**src/rtl/mem_port_arbiter.sv**
```systemverilog
// Two-requester round-robin arbiter that serialises transactions onto a
// single fixed-latency memory port and returns a one-cycle response.
module mem_port_arbiter #(
  parameter int ADDR_WIDTH  = 32,
  parameter int DATA_WIDTH  = 32,
  parameter int MEM_LATENCY = 2
) (
  input  logic                  clk,
  input  logic                  rst,
  input  logic [1:0]            req_valid,
  output logic [1:0]            req_ready,
  input  logic [ADDR_WIDTH-1:0] req0_addr,
  input  logic [ADDR_WIDTH-1:0] req1_addr,
  input  logic                  req0_we,
  input  logic                  req1_we,
  input  logic [DATA_WIDTH-1:0] req0_wd,
  input  logic [DATA_WIDTH-1:0] req1_wd,
  input  logic [2:0]            req0_mode,
  input  logic [2:0]            req1_mode,
  output logic [1:0]            resp_valid,
  output logic [DATA_WIDTH-1:0] resp_rdata,
  output logic                  mem_en,
  output logic                  mem_we,
  output logic [ADDR_WIDTH-1:0] mem_addr,
  output logic [DATA_WIDTH-1:0] mem_wd,
  output logic [2:0]            mem_mode,
  input  logic [DATA_WIDTH-1:0] mem_rd,
  output logic [31:0]           grant_cnt0,
  output logic [31:0]           grant_cnt1,
  output logic [31:0]           stall_cnt0,
  output logic [31:0]           stall_cnt1
);

  if (MEM_LATENCY < 1) begin : g_bad_latency
    $error("mem_port_arbiter: MEM_LATENCY must be >= 1");
  end

  localparam int LW = (MEM_LATENCY > 1) ? $clog2(MEM_LATENCY) : 1;
  localparam logic [LW-1:0] LAT_LOAD = LW'(MEM_LATENCY - 1);
  localparam logic [31:0]   CNT_MAX  = 32'hFFFF_FFFF;

  typedef enum logic [1:0] {S_IDLE, S_ACCESS, S_RESP} state_e;

  state_e                state_q, state_d;
  logic                  last_grant_q, last_grant_d;
  logic                  gnt_q, gnt_d;
  logic                  first_q, first_d;
  logic [LW-1:0]         lat_q, lat_d;
  logic [ADDR_WIDTH-1:0] addr_q, addr_d;
  logic                  we_q, we_d;
  logic [DATA_WIDTH-1:0] wd_q, wd_d;
  logic [2:0]            mode_q, mode_d;
  logic [DATA_WIDTH-1:0] rdata_q, rdata_d;
  logic [31:0]           gcnt_q [2];
  logic [31:0]           gcnt_d [2];
  logic [31:0]           scnt_q [2];
  logic [31:0]           scnt_d [2];
  logic                  win;

  // Handshake: a request transfers in the cycle where req_valid[i] and
  // req_ready[i] are both high; ready is only ever offered in IDLE.
  always_comb begin
    if (req_valid == 2'b01)      win = 1'b0;
    else if (req_valid == 2'b10) win = 1'b1;
    else                         win = ~last_grant_q;
  end

  always_comb begin
    state_d      = state_q;
    last_grant_d = last_grant_q;
    gnt_d        = gnt_q;
    first_d      = first_q;
    lat_d        = lat_q;
    addr_d       = addr_q;
    we_d         = we_q;
    wd_d         = wd_q;
    mode_d       = mode_q;
    rdata_d      = rdata_q;
    req_ready    = 2'b00;
    resp_valid   = 2'b00;
    mem_en       = 1'b0;
    mem_we       = 1'b0;
    case (state_q)
      S_IDLE: begin
        if (req_valid != 2'b00) begin
          req_ready[win] = 1'b1;
          addr_d         = win ? req1_addr : req0_addr;
          we_d           = win ? req1_we   : req0_we;
          wd_d           = win ? req1_wd   : req0_wd;
          mode_d         = win ? req1_mode : req0_mode;
          last_grant_d   = win;
          gnt_d          = win;
          lat_d          = LAT_LOAD;
          first_d        = 1'b1;
          state_d        = S_ACCESS;
        end
      end
      S_ACCESS: begin
        mem_en  = 1'b1;
        // The write strobe is a single pulse even when the access lasts longer.
        mem_we  = we_q & first_q;
        first_d = 1'b0;
        if (lat_q != '0) begin
          lat_d = lat_q - LW'(1);
        end else begin
          rdata_d = we_q ? '0 : mem_rd;
          state_d = S_RESP;
        end
      end
      S_RESP: begin
        resp_valid[gnt_q] = 1'b1;
        state_d           = S_IDLE;
      end
      default: state_d = S_IDLE;
    endcase
  end

  always_comb begin
    for (int i = 0; i < 2; i++) begin
      gcnt_d[i] = gcnt_q[i];
      scnt_d[i] = scnt_q[i];
      if (req_ready[i] && gcnt_q[i] != CNT_MAX) gcnt_d[i] = gcnt_q[i] + 32'd1;
      if (req_valid[i] && !req_ready[i] && scnt_q[i] != CNT_MAX) scnt_d[i] = scnt_q[i] + 32'd1;
    end
  end

  always_ff @(posedge clk) begin
    if (rst) begin
      state_q      <= S_IDLE;
      last_grant_q <= 1'b1;
      gnt_q        <= 1'b0;
      first_q      <= 1'b0;
      lat_q        <= '0;
      addr_q       <= '0;
      we_q         <= 1'b0;
      wd_q         <= '0;
      mode_q       <= '0;
      rdata_q      <= '0;
      for (int i = 0; i < 2; i++) begin
        gcnt_q[i] <= '0;
        scnt_q[i] <= '0;
      end
    end else begin
      state_q      <= state_d;
      last_grant_q <= last_grant_d;
      gnt_q        <= gnt_d;
      first_q      <= first_d;
      lat_q        <= lat_d;
      addr_q       <= addr_d;
      we_q         <= we_d;
      wd_q         <= wd_d;
      mode_q       <= mode_d;
      rdata_q      <= rdata_d;
      for (int i = 0; i < 2; i++) begin
        gcnt_q[i] <= gcnt_d[i];
        scnt_q[i] <= scnt_d[i];
      end
    end
  end

  assign resp_rdata = rdata_q;
  assign mem_addr   = addr_q;
  assign mem_wd     = wd_q;
  assign mem_mode   = mode_q;
  assign grant_cnt0 = gcnt_q[0];
  assign grant_cnt1 = gcnt_q[1];
  assign stall_cnt0 = scnt_q[0];
  assign stall_cnt1 = scnt_q[1];

endmodule

```
**config.mk**
```make
export PLATFORM = sky130hd
export DESIGN_NAME = mem_port_arbiter
export DESIGN_NICKNAME = d
export VERILOG_FILES = /design/src/rtl/mem_port_arbiter.sv
export SDC_FILE = /design/constraint.sdc
export NUM_CORES = 1
export LEC_CHECK = 0
export ABC_AREA = 1
export BUFFER_PORTS_ARGS = -buffer_cell sky130_fd_sc_hd__buf_2
export CAP_MARGIN = 30
export CORE_AREA = 2 2 190 192
export CTS_CLUSTER_DIAMETER = 50
export CTS_CLUSTER_SIZE = 8
export DETAILED_ROUTE_END_ITERATION = 10
export DIE_AREA = 0 0 192 194
export GPL_TIMING_DRIVEN = 0
export PLACE_DENSITY_LB_ADDON = 0.05
export SKIP_LAST_GASP = 1
export SLEW_MARGIN = 40
export SYNTH_ARGS = -nofsm -noshare
export SYNTH_HDL_FRONTEND = slang
export SYNTH_SLANG_ARGS = --single-unit
```
**constraint.sdc**
```tcl
create_clock -name clk -period 1.5 [get_ports clk]
set_input_delay 0.375 -clock clk [delete_from_list [all_inputs] [get_ports clk]]
set_output_delay 0.375 -clock clk [all_outputs]
set_load 0.1 [all_outputs]
```
==> metrics.md, run 1 <==
| Metric | Value |
|---|---|
| Top FF cell, synth | dfxtp_1 |
| Core box area | between 30000 and 40000 um2 |
| Most frequent cell after synthesis | nand2_1 |
| Die Ht | a little under 200 um |
| CTS H-tree lvls | 2 |
| MaxCap Viol Count | 0 |
| Syn avg cell area | 6.40 um2 |
| Wire length per cell | 18.6 um |
| Yosys cell types | 36 |
| Relative slew slack | 0.480 |
| Root buffer cell | clkbuf_16 |
| Initial antenna violation count | 14 |
| Port bufs | ~400 |
| Crit start category | register |
| CTS tree | yes |
| Num CTS Buffers | between 40 and 50 |
| Post-layout util | 0.688 |
| Fmax | around 0.50 GHz |
| Core Rows | 69 |
| Die Area | roughly 37000 um2 |
| Syn nets | between 2k and 2.5k |
| Layout cells sized above 1 | 0.522 |
| Ports | slightly above 400 |
| Failing checks | setup timing |
| Mapped cell area | around 12000 um2 |
| Die extent in x | 192 um |
| Pwr Total | approximately 22000 uW |
| Worst Path Max Fanout | 2 |
| Iter 0 DRT Violations | 791 |
| Worst Path Required | 1.12 ns |
| Leakage power | 0.00997 uW |
| Area Overhead vs Synth | 99.9% |
| Post-synth EDFFs | 0 |
| Seq/Total Area, Yosys | 0.385 |
| Crit. End Element | output pin |
| FILL cells | 2821 |
| Worst-Skew Late Latency | 0.56 ns |
| Tot GR Track Use | 0.284 |
| Synth Register Bits | around 230 |
| Sequential Area | between 5000 and 6000 um2 |
| Nets | between 2k and 3k |
| Gate Count Post-Synth | ~1.9k |
| GRT overflow | 0 |
| Kind of critical path | register to output pin |
| Multi-input gate area | ~8100 um2 |
| Period minus WS final | 2.02 ns |
| Initial Utilization | 0.344 |
| Number of global-route vias before repair | 15.0k |
| Hold Slack | approximately 0.036 ns |
| Clock buffer depth | 3 |
| Post-CTS Hold Buffers | 0 |
| Critical Path AT | 1.64 ns |
| Cell taking the most area after synthesis | dfxtp_1 |
| Final hold vios | 0 |
| Largest net degree at the start of global routing | 11 |
| Area share of the largest cell type after synthesis | 0.385 |
| FFs w/ async S/R, synth | 0 |
| Clk_skew | approximately 0.018 ns |
| Peak supply drop | around 0.00075 V |
| RSZ-0062 raised after global routing | true |
| PD cells | between 800 and 900 nW/um2 |
| Setup-failing EPs final | roughly 240 |
| Post-synth top cells | nand2_1 (631), nor2_1 (361), dfxtp_1 (233), nand3_1 (186), a21oi_1 (105) |
| Fin crit share | 1.35 |
| Clock Sinks | 233 |
| Final wirelength | 56700 um |
| Final worst slack | -0.518 ns |
| Area contributors post-synth | dfxtp_1 (38%), nand2_1 (20%), nor2_1 (11%) |
| Cells after DPL | 2759 |
| Pins Over Slew Limit | 0 |
| Worst min-delay path class | primary input to register |
| Worst-Margin Slew | ~0.8 ns |
| Pre-Repair DR Iteration Count | 6 |
| Status | complete, but fails checks |
| Clock transition at path regs | roughly 0.060 ns |
| Via/cell ratio | 5.05 |
| Placer congestion estimate | 0.900 |
| Drt drc | 0 |
| YS warnings | 0 |
| Non-Filler Instances | ~3.1k |
| HPWL after DPL | ~38000 um |
| Via count | approximately 15k |
| Final ANT Viol Nets | 0 |
| First-pass GRT wire length | just over 80000 um |
cell usage in the layout, fill, tap and decap left out, types with 24 or more instances in the layout:
master	netlist	routed
dfxtp_2	0	98
dfxtp_4	0	131
clkbuf_16	0	53
nand2_1	631	576
buf_4	7	171
nor2_2	16	42
nand2_2	17	51
a31oi_1	56	54
nand3_2	8	69
buf_12	0	263
nor2_4	14	42
nand4_1	24	24
inv_1	92	82
a21oi_2	1	86
buf_6	13	28
buf_2	35	182
nor2_1	361	307
nand3_1	186	117
area by class of cell:
class	instances	area share
Clock buffer	60	0.0483
Antenna cell	12	0.00124
Sequential cell	233	0.218
Inverter	104	0.0180
Timing Repair Buffer	614	0.315
Buffer	79	0.0318
Clock inverter	12	0.00805
Multi-Input combinational cell	1477	0.336
Tap cell	461	0.0238
worst max-delay path, stage by stage (launching register included):
cell      delay (ns)
dfxtp_2         0.33
inv_2           0.05
a21oi_4         0.17
nand2_4         0.10
clkinv_8        0.06
buf_12          0.10
buf_12          0.10
buf_12          0.16
what timing repair did:
action,CTS,global route
gates cloned,8,12
endpoints found under the setup margin,464,330
resized for setup,1180,228
pin swaps,31,81
setup buffers,151,44
cells by family after synthesis:
| logic type | Yosys count | share of synthesized area |
|---|---|---|
| AND/OR/NAND/NOR | 1296 | 0.458 |
| AO/OA/AOI/OAI | 169 | 0.0765 |
| flip-flops | 233 | 0.385 |
| buffers and inverters | 186 | 0.0715 |
| adder cells (fa/ha/maj) | 4 | 0.00413 |
| XOR/XNOR | 7 | 0.00506 |
per-layer routing:
metal / vias to the layer above / GRT usage / part of all wire
met2: 534 / 0.486 / 0.51
met1: 7287 / 0.324 / 0.38
met4: 4 / 0.148 / 0.047
met5: - / 0 / 0.00046
met3: 144 / 0.0706 / 0.063
li1: 7449 / - / -
final timing paths:
check / end / depth (start not counted) / start / slack (ns)
worst max register to register: scnt_q[0][44] / 9 / state_q[1] / -0.29
worst max-delay path: req_ready[0] / 7 / last_grant_q / -0.52
worst min register to register: resp_rdata[19] / 2 / resp_rdata[19] / 0.48
worst min-delay path: resp_rdata[0] / 3 / mem_rd[0] / 0.04
sequential cells by signal, indices dropped and copies added, names as in the netlist:
name,cells
first_q,1
gcnt_q,64
gnt_q,1
last_grant_q,1
mem_addr,32
mem_mode,3
mem_wd,32
resp_rdata,32
scnt_q,64
state_q,2
we_q,1
where the power goes:
part / switching, uW / internal [uW]
sequential: 330 / 6330
clock: 3340 / 6230
combinational: 3370 / 1910
total: 7040 / 14500
per-stage QoR:
step	worst slack, ns	setup TNS, ns	cell area (um2)
finish	-0.518	-31.63	24200
global route	-0.573	-51.37	24200
CTS	-0.542	-29.21	22800
detailed placement	-0.929	-118.98	15900
global placement	-0.897	-114.63	15900
floorplan	-0.485	-34.95	13300
No activity file was read; power rests on OpenSTA's default activity.
==> run 2: changes to the inputs <==
--- a/config.mk
+++ b/config.mk
@@ -8,11 +8,11 @@
 export ABC_AREA = 1
 export BUFFER_PORTS_ARGS = -buffer_cell sky130_fd_sc_hd__buf_2
 export CAP_MARGIN = 30
-export CORE_AREA = 2 2 190 192
+export CORE_AREA = 2 2 233 235
 export CTS_CLUSTER_DIAMETER = 50
 export CTS_CLUSTER_SIZE = 8
 export DETAILED_ROUTE_END_ITERATION = 10
-export DIE_AREA = 0 0 192 194
+export DIE_AREA = 0 0 235 237
 export GPL_TIMING_DRIVEN = 0
 export PLACE_DENSITY_LB_ADDON = 0.05
 export SKIP_LAST_GASP = 1
==> run 2 against run 1 <==
Highest routed layer unchanged. Sequential power barely moved. The flow still finishes with violations (setup timing). Core utilization fell by 21 points. Clock power rose by 14%.
==> metrics.md, run 2 (synthesis gave the netlist of run 1 again) <==
| Metric | Value |
|---|---|
| Die Area | 55700 um2 |
| Final worst slack | -0.527 ns |
| GRT overflow | 0 |
| Combinational Power Share | 0.235 |
| Clk pwr share | 0.475 |
| Tot GR Track Use | 0.206 |
| Worst-Skew Late Latency | 0.57 ns |
| Via count | 15.1k |
| Clk_skew | ~0.015 ns |
| FILL cells | about 5.2k |
| CTS tree | yes |
| Worst Path Required | 1.12 ns |
| Worst-Margin Slew | ~0.66 ns |
| Failing checks | setup timing |
| Relative slew slack | 0.559 |
| MaxCap Viol Count | 0 |
| Worst Path Max Fanout | 3 |
| Worst min-delay path class | primary input to register |
| Core Rows | 85 |
| P_int | between 15000 and 20000 uW |
| Most frequent cells in the layout | nand2_1 (571), nor2_1 (297), buf_12 (266), buf_2 (182), buf_4 (175) |
| Clock buffer depth | 3 |
| Peak supply drop | about 0.00076 V |
| Critical Path AT | between 1.5 and 2 ns |
| Fin crit share | 1.35 |
| First-pass GRT wire length | 89700 um |
| Wire length per cell | roughly 18 um |
| Port bufs | just over 400 |
| Switch Pwr | roughly 7400 uW |
| ANT cells | 0 |
| Switching part of the total | 0.323 |
| Period minus WS final | 2.03 ns |
| Die Ht | 237 um |
| Area Overhead vs Synth | 108% |
| Die extent in x | 235 um |
| Final hold vios | 0 |
| Root buffer cell | clkbuf_16 |
| WHS Path Cells | 3 |
| Largest net degree at the start of global routing | 12 |
| Fmax | ~0.5 GHz |
| Status | complete, but fails checks |
| Via/cell ratio | between 4 and 5 |
| Kind of critical path | register to output pin |
| Crit. End Element | output pin |
| Clock transition at path regs | roughly 0.05 ns |
| Pins Over Slew Limit | 0 |
| R2R depth | 8 |
| Number of global-route vias before repair | approximately 15k |
| Pre-Repair DR Iteration Count | 5 |
| RSZ-0062 raised after global routing | true |
| Setup-failing EPs final | ~270 |
| Sum Neg Setup Slack | -35.21 ns |
| Drt drc | 0 |
| Nets | roughly 2.8k |
| Clock Sinks | between 200 and 250 |
| Final wirelength | a little under 60000 um |
| HPWL after DPL | 42400 um |
| Num CTS Buffers | between 40 and 50 |
| Leakage power | 0.0103 uW |
| Initial antenna violation count | 11 |
| Part of the power in registers | 0.290 |
| Hold Slack | roughly 0.037 ns |
| Placer congestion estimate | roughly 0.84 |
| Layout cells sized above 1 | 0.532 |
| PD cells | about 910 nW/um2 |
| Final ANT Viol Nets | 0 |
| Biggest regs | gcnt_q: 64 flops, scnt_q: 64 flops |
| Commonest non-fill, non-tap cell in the layout | nand2_1 |
| Initial Utilization | 0.228 |
| CTS H-tree lvls | 2 |
| Core box area | between 50000 and 60000 um2 |
| Crit start category | register |
| Ports | between 400 and 500 |
| Iter 0 DRT Violations | 620 |
[run 2: critical path, stage by stage (launching register included)]
cell and delay [ns]:
dfxtp_4 0.35, nor2_4 0.18, nand2_4 0.12, clkinv_8 0.07
buf_12 0.10, buf_12 0.10, buf_16 0.16
[run 2: routing by layer]
layer / vias to the layer above / track usage / part of all wire
met4: 18 / 0.0476 / 0.021
met5: - / 0 / 0.0017
met1: 7039 / 0.250 / 0.42
li1: 7536 / - / -
met2: 378 / 0.354 / 0.49
met3: 90 / 0.0632 / 0.066
[run 2: final timing paths]
| path | start | end | slack (ns) |
|---|---|---|---|
| setup reg to reg | state_q[0] | scnt_q[0][32] | -0.33 |
| hold / removal | mem_rd[4] | resp_rdata[4] | 0.04 |
| hold reg to reg | resp_rdata[31] | resp_rdata[31] | 0.48 |
| setup / recovery | state_q[0] | req_ready[0] | -0.53 |
[run 2: power by group through the flow]
stage	Sequential (uW)	Combinational, uW	Clock [uW]
2_1_floorplan	8470	1060	0
3_3_place_gp	6620	3920	0
3_5_place_dp	6620	3920	0
4_1_cts	6650	5190	11300
5_1_grt	6680	5660	11500
6_report	6650	5400	10900
[run 2: area by class of cell]
cell class                      count  area [um2]  area share
Multi-Input combinational cell   1477        8130       0.322
Timing Repair Buffer              652        8060       0.319
Sequential cell                   233        5290       0.210
Clock buffer                       64        1370      0.0544
Tap cell                          696         871      0.0345
Buffer                             80         833      0.0330
Inverter                          104         437      0.0173
Clock inverter                     20         240     0.00952
[run 2: stage by stage]
stage          setup WS [ns]  cell area [um2]  utilization  total power, uW  instances
6_report              -0.527            25200        0.474            23000       3326
5_1_grt               -0.617            25200        0.474            23900       3326
4_1_cts               -0.590            24400        0.458            23100       3291
3_5_place_dp          -0.809            16200        0.304            10500       2994
3_3_place_gp           -1.12            16200        0.304            10500       2994
2_1_floorplan         -0.485            13300            -             9530       1895
[run 2: what timing repair did]
| item | in CTS | in global routing |
|---|---|---|
| pin swaps | 54 | 105 |
| setup buffers | 179 | 41 |
| hold buffers | 17 | 0 |
| resized for setup | 1287 | 163 |
| endpoints found under the hold margin | 17 | 0 |
| endpoints found under the setup margin | 461 | 460 |
| cloned | 17 | 7 |
==> run 3: changes to the inputs <==
--- a/config.mk
+++ b/config.mk
@@ -8,6 +8,8 @@
 export ABC_AREA = 1
 export BUFFER_PORTS_ARGS = -buffer_cell sky130_fd_sc_hd__buf_2
 export CAP_MARGIN = 30
+export CELL_PAD_IN_SITES_DETAIL_PLACEMENT = 1
+export CELL_PAD_IN_SITES_GLOBAL_PLACEMENT = 2
 export CORE_AREA = 2 2 233 235
 export CTS_CLUSTER_DIAMETER = 50
 export CTS_CLUSTER_SIZE = 8
==> run 3 against run 2 <==
The run still ends with setup timing left. Clock-buffer cell count is 2 higher. Register-to-register slack is essentially flat. Maximum frequency shrank 1.2%. Critical endpoint unchanged.
==> metrics.md, run 3 (synthesis gave the netlist of run 1 again) <==
| Metric | Value |
|---|---|
| Status | complete, but fails checks |
| Failing checks | setup timing |
| Worst-Margin Slew | ~0.72 ns |
| Clk pwr share | 0.479 |
| Final hold vios | 0 |
| R2R depth | 12 |
| Nets | ~2.8k |
| Die extent in x | approximately 240 um |
| Critical Path AT | 1.68 ns |
| Core Rows | 85 |
| Worst Hold Endpoint | resp_rdata[24] |
| Die Ht | 237 um |
| Initial Utilization | 0.228 |
| Layout cells sized above 1 | 0.563 |
| Wire length per cell | between 20 and 25 um |
| Most frequent cells in the layout | nand2_1 (532), nor2_1 (290), buf_12 (272), buf_2 (183), dfxtp_4 (143) |
| Switching part of the total | 0.319 |
| Setup-failing EPs final | 249 |
| Clock buffer depth | 3 |
| Crit path launch | last_grant_q |
| Via count | between 15k and 20k |
| Peak supply drop | ~0.00089 V |
| Switch Pwr | ~7600 uW |
| Largest net degree at the start of global routing | 12 |
| Final ANT Viol Nets | 0 |
| Area Overhead vs Synth | 115% |
| Part of the power in registers | 0.279 |
| Crit start category | register |
| Root buffer cell | clkbuf_16 |
| Core box area | 53300 um2 |
| Clk_skew | about 0.021 ns |
| Biggest regs | gcnt_q: 64 flops, scnt_q: 64 flops |
| Worst min-delay path class | primary input to register |
| HPWL after DPL | around 46000 um |
| Die Area | around 56000 um2 |
| GRT overflow | 0 |
| CTS tree | yes |
| Cells after DPL | about 3k |
| Fin crit share | 1.37 |
| Worst-Skew Late Latency | a little under 0.6 ns |
| Drt drc | 0 |
| Worst Path Required | 1.12 ns |
| Reg2reg end | scnt_q[0][51] |
| Clock transition at path regs | 0.05 ns |
| PD cells | 915 nW/um2 |
| Kind of critical path | register to output pin |
| First-pass GRT wire length | approximately 99000 um |
| Port bufs | around 400 |
| Placer congestion estimate | between 0.8 and 0.9 |
| Non-Filler Instances | between 3k and 4k |
| Hold Crit Start | mem_rd[24] |
| Hold Slack | between 0.04 and 0.05 ns |
| Combinational Power Share | 0.242 |
| Via/cell ratio | about 4.7 |
| Initial antenna violation count | 13 |
| RSZ-0062 raised after global routing | true |
| Number of global-route vias before repair | 16.6k |
| Final wirelength | approximately 67000 um |
| CTS H-tree lvls | 2 |
| Crit. End Element | output pin |
| R2R Path Start | scnt_q[0][33] |
| Num CTS Buffers | 46 |
| Commonest non-fill, non-tap cell in the layout | nand2_1 |
| WHS Path Cells | 3 |
| Period minus WS final | between 2 and 2.5 ns |
| FILL cells | around 6k |
| Reg-to-reg slack, setup | -0.34 ns |
| Relative slew slack | 0.522 |
| Pre-Repair DR Iteration Count | 5 |
| MaxCap Viol Count | 0 |
| Tot GR Track Use | 0.230 |
| Clock Sinks | 233 |
| Leakage power | between 0.01 and 0.015 uW |
| Pins Over Slew Limit | 0 |
| Ports | 405 |
| Pwr Total | 23800 uW |
| Fmax | between 0.4 and 0.5 GHz |
| Worst Path Max Fanout | 2 |
| Final worst slack | -0.551 ns |
| P_int | 16200 uW |
| Iter 0 DRT Violations | between 300 and 400 |
==> run 3: cell types whose count changed in the layout (fill, tap and decap cells not counted), moves of 14 or more <==
cell     change
buf_4       -44
nand3_2     +14
nand2_4     +23
nand2_2     +14
nand3_1     -21
nand2_1     -39
buf_6       +15
==> run 3: worst max-delay path by stage <==
stage / end / slack (ns)
6_report: req_ready[0] / -0.55
2_1_floorplan: mem_we / -0.48
4_1_cts: req_ready[0] / -0.60
3_5_place_dp: req_ready[0] / -0.81
3_3_place_gp: resp_rdata[1] / -1.01
5_1_grt: req_ready[1] / -0.61
==> run 3: layer usage <==
layer	vias up	wire (um)	track usage
met2	339	33800	0.408
met5	-	149	0
met1	7414	26300	0.260
met3	138	4180	0.0660
met4	22	2320	0.0848
li1	7508	-	-
==> run 3: per-stage QoR <==
step	TNS [ns]	setup slack (ns)	util	instance area, um2
after floorplan	-34.95	-0.485	-	13300
after global placement	-122.76	-1.01	0.304	16200
after detailed placement	-99.95	-0.806	0.304	16200
after CTS	-37.13	-0.601	0.458	24400
after global routing	-54.33	-0.606	0.488	26000
final	-32.80	-0.551	0.488	26000
==> run 3: what timing repair did <==
action                                  in CTS  in global routing
hold buffers                                13                  0
setup buffers                              163                 45
cloned                                      17                 11
endpoints found under the hold margin       13                  0
pin swaps                                   83                148
resized for setup                         1318                325
endpoints found under the setup margin     461                404
==> run 3: worst max-delay path, stage by stage, from the launching register on <==
cell and delay [ns]:
dfxtp_2 0.33, inv_2 0.05, a21oi_4 0.20, nand2_8 0.09
clkinv_8 0.06, buf_12 0.10, buf_12 0.10, buf_16 0.16
==> run 3: power by group through the flow <==
stage	Clock (uW)	Sequential, uW	Combinational [uW]
5_1_grt	12000	6680	6040
2_1_floorplan	0	8470	1060
3_3_place_gp	0	6610	3950
4_1_cts	11800	6650	5230
3_5_place_dp	0	6620	3970
6_report	11400	6650	5760
==> run 3: layout make-up <==
cell class	count	area, um2	area share
Buffer	78	868	0.0334
Antenna cell	2	5.00	0.000192
Clock buffer	66	1410	0.0543
Multi-Input combinational cell	1478	8710	0.335
Sequential cell	233	5310	0.204
Clock inverter	17	267	0.0102
Timing Repair Buffer	636	8120	0.312
Tap cell	696	871	0.0335
Inverter	104	452	0.0174
